**config.mk**
```make
export PLATFORM = sky130hd
export DESIGN_NAME = axis_downsizer_flex
export DESIGN_NICKNAME = d
export VERILOG_FILES = /design/src/rtl/axis_downsizer_flex_pkg.sv /design/src/rtl/axis_downsizer_flex_reg_slice.sv /design/src/rtl/axis_downsizer_flex.sv
export SDC_FILE = /design/constraint.sdc
export NUM_CORES = 1
export LEC_CHECK = 0
export ABC_AREA = 1
export ABC_CLOCK_PERIOD_IN_PS = 2020
export CORE_MARGIN = 5
export CORE_UTILIZATION = 39
export CTS_BUF_LIST = sky130_fd_sc_hd__clkbuf_4
export DETAILED_ROUTE_END_ITERATION = 7
export HOLD_SLACK_MARGIN = 0.15
export PLACE_DENSITY = 0.8
export SYNTH_ARGS = -nofsm -noshare
export SYNTH_HDL_FRONTEND = slang
export SYNTH_HIERARCHICAL = 1
export SYNTH_SLANG_ARGS = --single-unit
```
**constraint.sdc**
```tcl
create_clock -name aclk -period 2.02 [get_ports aclk]
set_clock_uncertainty 0.2 [all_clocks]
set_input_delay 0.404 -clock aclk [delete_from_list [all_inputs] [get_ports aclk]]
set_output_delay 0.404 -clock aclk [all_outputs]
set_load 0.02 [all_outputs]
```
**src/rtl/axis_downsizer_flex_pkg.sv**
```systemverilog
// Shared helper for the AXI-Stream width downsizer.
// Holds only elaboration-time functions; geometry stays local to each instance.
package axis_downsizer_flex_pkg;

  // Slice counter width: clog2(ratio), never narrower than one bit.
  function automatic int cntr_width(input int ratio);
    return (ratio <= 2) ? 1 : $clog2(ratio);
  endfunction

endpackage

```
**src/rtl/axis_downsizer_flex_reg_slice.sv**
```systemverilog
// One-entry valid/ready register stage; accepts a new entry whenever it is
// empty or its current entry is being taken on the same cycle.
module axis_reg_slice #(
  parameter int WIDTH = 33
) (
  input  logic             aclk,
  input  logic             areset,
  input  logic [WIDTH-1:0] in_data,
  input  logic             in_valid,
  output logic             in_ready,
  output logic [WIDTH-1:0] out_data,
  output logic             out_valid,
  input  logic             out_ready
);

  assign in_ready = ~out_valid | out_ready;

  // NOTE: registered state is written with <= only, so every reader sees the
  // pre-edge value and simulation matches the synthesized flops.
  always_ff @(posedge aclk) begin
    if (areset) begin
      out_valid <= 1'b0;
      out_data  <= '0;
    end else if (in_ready) begin
      out_valid <= in_valid;
      if (in_valid) begin
        out_data <= in_data;
      end
    end
  end

endmodule

```
**src/rtl/axis_downsizer_flex.sv**
```systemverilog
// AXI-Stream downsizer: splits each wide input beat into a runtime-selectable
// number of narrow output words, LSB-first or MSB-first.
module axis_downsizer_flex
  import axis_downsizer_flex_pkg::*;
#(
  parameter int S_AXIS_TDATA_WIDTH = 128,
  parameter int M_AXIS_TDATA_WIDTH = 32,
  parameter bit MSB_FIRST          = 1'b0
) (
  input  logic                          aclk,
  input  logic                          areset,
  input  logic [15:0]                   cfg_data,
  input  logic [S_AXIS_TDATA_WIDTH-1:0] s_axis_tdata,
  input  logic                          s_axis_tvalid,
  input  logic                          s_axis_tlast,
  output logic                          s_axis_tready,
  output logic [M_AXIS_TDATA_WIDTH-1:0] m_axis_tdata,
  output logic                          m_axis_tvalid,
  output logic                          m_axis_tlast,
  input  logic                          m_axis_tready,
  output logic [31:0]                   sts_data
);

  localparam int M     = M_AXIS_TDATA_WIDTH;
  localparam int RATIO = S_AXIS_TDATA_WIDTH / M_AXIS_TDATA_WIDTH;
  localparam int CW    = cntr_width(RATIO);
  localparam logic [CW-1:0] LAST_IDX = CW'(RATIO - 1);

  logic [CW-1:0] cntr;
  logic [CW-1:0] n_eff_q;
  logic [CW-1:0] n_cfg;
  logic [CW-1:0] n_eff;
  logic          last_slice;
  logic          stage_ready;
  logic          slice_accept;
  logic [M-1:0]  slice_data;
  logic [M-1:0]  slices [RATIO];
  logic          unused_cfg;

  assign unused_cfg = ^cfg_data[15:CW];

  // Word count is clamped to the beat geometry and frozen after slice 0.
  assign n_cfg = cfg_data[CW-1:0];
  assign n_eff = (cntr == '0) ? ((n_cfg > LAST_IDX) ? LAST_IDX : n_cfg) : n_eff_q;

  assign last_slice    = (cntr == n_eff);
  assign slice_accept  = s_axis_tvalid & stage_ready;
  assign s_axis_tready = last_slice & stage_ready & ~areset;

  for (genvar i = 0; i < RATIO; i++) begin : g_slice
    assign slices[i] = s_axis_tdata[i*M +: M];
  end

  if (RATIO == 1) begin : g_pass
    assign slice_data = slices[0];
  end else begin : g_mux
    logic [CW-1:0] slice_idx;
    assign slice_idx  = MSB_FIRST ? (n_eff - cntr) : cntr;
    assign slice_data = slices[slice_idx];
  end

  axis_reg_slice #(
    .WIDTH (M + 1)
  ) u_out_stage (
    .aclk      (aclk),
    .areset    (areset),
    .in_data   ({s_axis_tlast & last_slice, slice_data}),
    .in_valid  (s_axis_tvalid),
    .in_ready  (stage_ready),
    .out_data  ({m_axis_tlast, m_axis_tdata}),
    .out_valid (m_axis_tvalid),
    .out_ready (m_axis_tready)
  );

  always_ff @(posedge aclk) begin
    if (areset) begin
      cntr     <= '0;
      n_eff_q  <= '0;
      sts_data <= '0;
    end else begin
      if (slice_accept) begin
        cntr <= last_slice ? '0 : cntr + CW'(1);
        if (cntr == '0) begin
          n_eff_q <= n_eff;
        end
      end
      if (s_axis_tvalid & s_axis_tready) begin
        sts_data <= sts_data + 32'd1;
      end
    end
  end

endmodule

```
==> out/qor.yml <==
rows: 39
clk_latency_ns: 0.41
cts_max_level: 3
gp_congestion: 0.925
synth_edf_count: 0
synth_commonest_cells: "nor2_1, nand2_1, o21ai_0"
max-vdd-ir-drop_uv: 347
drt_first_pass_iters: 5
r2r_slack_ns: 0.13
layout_setup_ws_ns: -0.202
cts_sinks: 70
fin_crit_ns: 2.22
ys_seq_area_share_pct: 30.2
setup_tns_ns: -0.202
crit_family: "simple AND/OR/NAND/NOR gates"
path_buf_inv: 3
finalWirelength_um: 16200
slowest_delay_ns: 0.38
max_freq_mhz: 450
synth_cells: 763
dieArea_um2: 14200
p_per_area_nw_per_um2: 551
tightest_slew_ns: 0.460
layout-drive-gt1-share_pct: 10.0
hold-worst-slack_ns: 0.282
setup_viol: 1
cts_root_buf: "clkbuf_4"
final_util_pct: 62.0
core_um2: 11500
clock_path_buffers: 2
cts_tree: "built"
globalRouteMet3Util_pct: 7.82
drc_errors: 0
place_ws_ns: -0.649
outcome: "finished, violations left"
design_area_um2: 7140
clk_pin_slew_worst_paths_ns: 0.13
netlist_top_cells_area: "dfxtp_1, nor2_1, nand2_1"
grt_start_max_net_pins: 66
leakagePower_uw: 0.00341
crit_type: "flop to output port"
rsz0062_at_grt: "yes"
grt_busiest_layer: "met2"
synthArstFlopShare_pct: 0
synth_top_area_cell: "dfxtp_1"
grt_usage_pct: 22.3
slew_headroom_pct: 69.3
syn_avg_cell_area_um2: 6.08
ys_warn_count: 6
syn_area_um2: 4640
dp_hpwl_um: 12200
drtAntennaViolNets: 0
die_w_um: 119
die_y_um: 119
grt_pass1_wl_um: 26000
drt_iter0_markers: 519
ys_ff_latch: 70
cts_buffers: 9
synth_fp_nets: 915
netlist.area_leader.share_pct: 30.2
crit_path_end_kind: "output port"
grt-ovfl-total: 0
detailed_place.area_um2: 6870
viasPerCell: 5.02
worst_path_max_delay_cell: "dfxtp_2"
area_delta_synth_final_pct: 54.0
min_period_over_period_pct: 110
worstPathArrival_ns: 1.62
finalHoldViolCount: 0
worstPathRequired_ns: 1.42
hold_path_class: "flop to flop"
io_pins: 216
synth_ff_type: "dfxtp_1"
initial_core_util_pct: 40.3
antenna_found_initial: 3
detail_route.wl_per_cell_um: 14.5
start_kind: "flop"
ys_types: 31
grt_pass1_vias: 5237
violations: "setup timing"
cp_cell_sequence: "inv_4, ha_4, inv_2, nand2_2, nand2_1, nand2_1, nand2_2, nand3_4, nor2_4, buf_6"
met1_usage_pct: 26.4
slew_violations: 0
cap_violations: 0
portBuffers: 201
yosysMostFrequentCell: "nor2_1"
fin_nets: 1118
critPathMaxFanout: 3
grt_util_met2_pct: 36.8
vias: 5603
==> cell families (layout without fill, tap and decap cells) <==
group / count (synthesis) / count (layout) / share of synthesized area [%]
buffers and inverters: 121 / 328 / 11.3
AND/OR/NAND/NOR: 415 / 415 / 39.7
flip-flops: 70 / 70 / 30.2
AO/OA/AOI/OAI: 153 / 153 / 17.8
adder cells (fa/ha/maj): 3 / 3 / 0.809
XOR/XNOR: 1 / 1 / 0.189
other: 0 / 3 / 0
==> through the flow <==
stage	std cells	total power, uW
5_1_grt	1116	4190
3_3_place_gp	1091	2920
3_5_place_dp	1091	2930
4_1_cts	1111	3940
6_report	1116	3940
2_1_floorplan	763	2330
==> power breakdown <==
part           switching [uW]  internal [uW]  leakage, uW
Combinational             748            692      0.00275
Sequential               42.2           1460     0.000574
Clock                     510            484    0.0000806
==> sequential cells by signal, summed over array words and instances, names as in the netlist <==
name,cells
u_out_stage/out_data,33
cntr,2
u_out_stage/out_valid,1
sts_data,32
n_eff_q,2
==> routing by layer <==
| layer | share of wire [%] | up-vias |
|---|---|---|
| met3 | 10 | 23 |
| met4 | 2.4 | 0 |
| met5 | 0 | - |
| met2 | 48 | 209 |
| met1 | 40 | 2471 |
| li1 | - | 2900 |
==> cells in the final DEF (no fill, tap or decap), types with 4 or more instances in the layout <==
cell,instances
inv_1,68
o21ai_0,71
nor2_2,5
dfxtp_1,68
clkdlybuf4s50_1,139
buf_6,4
nand2_1,129
nor2_4,7
nor3_1,10
nand2_2,11
clkbuf_4,9
dlymetal6s2s_1,22
a21oi_1,45
nor2_1,166
nand4_1,15
nand3_1,60
buf_4,28
dlygate4sd2_1,38
o22ai_1,32
inv_2,6
==> final timing paths <==
path / cells past startpoint / start / to
worst min-delay path: 2 / u_out_stage/out_data[11]$_SDFFE_PP0P_ / u_out_stage/out_data[11]$_SDFFE_PP0P_
worst min register to register: 2 / u_out_stage/out_data[11]$_SDFFE_PP0P_ / u_out_stage/out_data[11]$_SDFFE_PP0P_
worst max-delay path: 10 / cntr[0]$_SDFFE_PP0P_ / s_axis_tready
worst max register to register: 13 / cntr[0]$_SDFFE_PP0P_ / cntr[1]$_SDFFE_PP0P_
==> worst min-delay path: stages, from the launching register on <==
cell,delay [ns]
dfxtp_1,0.34
a21oi_1,0.04
nor2_1,0.08
==> timing repair <==
item                                    CTS  global route
cloned                                    0             1
hold buffers                              1             0
buffers inserted                          4             1
endpoints found under the setup margin   40            54
pin swaps                                 5             1
gates resized for setup                  48            30
hold endpoints to repair                  2             0
==> final cells by class <==
| cell class | instances | area, um^2 |
|---|---|---|
| diodes | 3 | 7.51 |
| inverters | 76 | 290 |
| flip-flops and latches | 70 | 1400 |
| well taps | 143 | 179 |
| repair buffers | 237 | 2350 |
| multi-input cells | 572 | 2770 |
| clock buffers | 9 | 67.6 |
| clock inverters | 6 | 77.6 |
| fillers | 1100 | 4380 |
(Power assumes the default switching activity.)
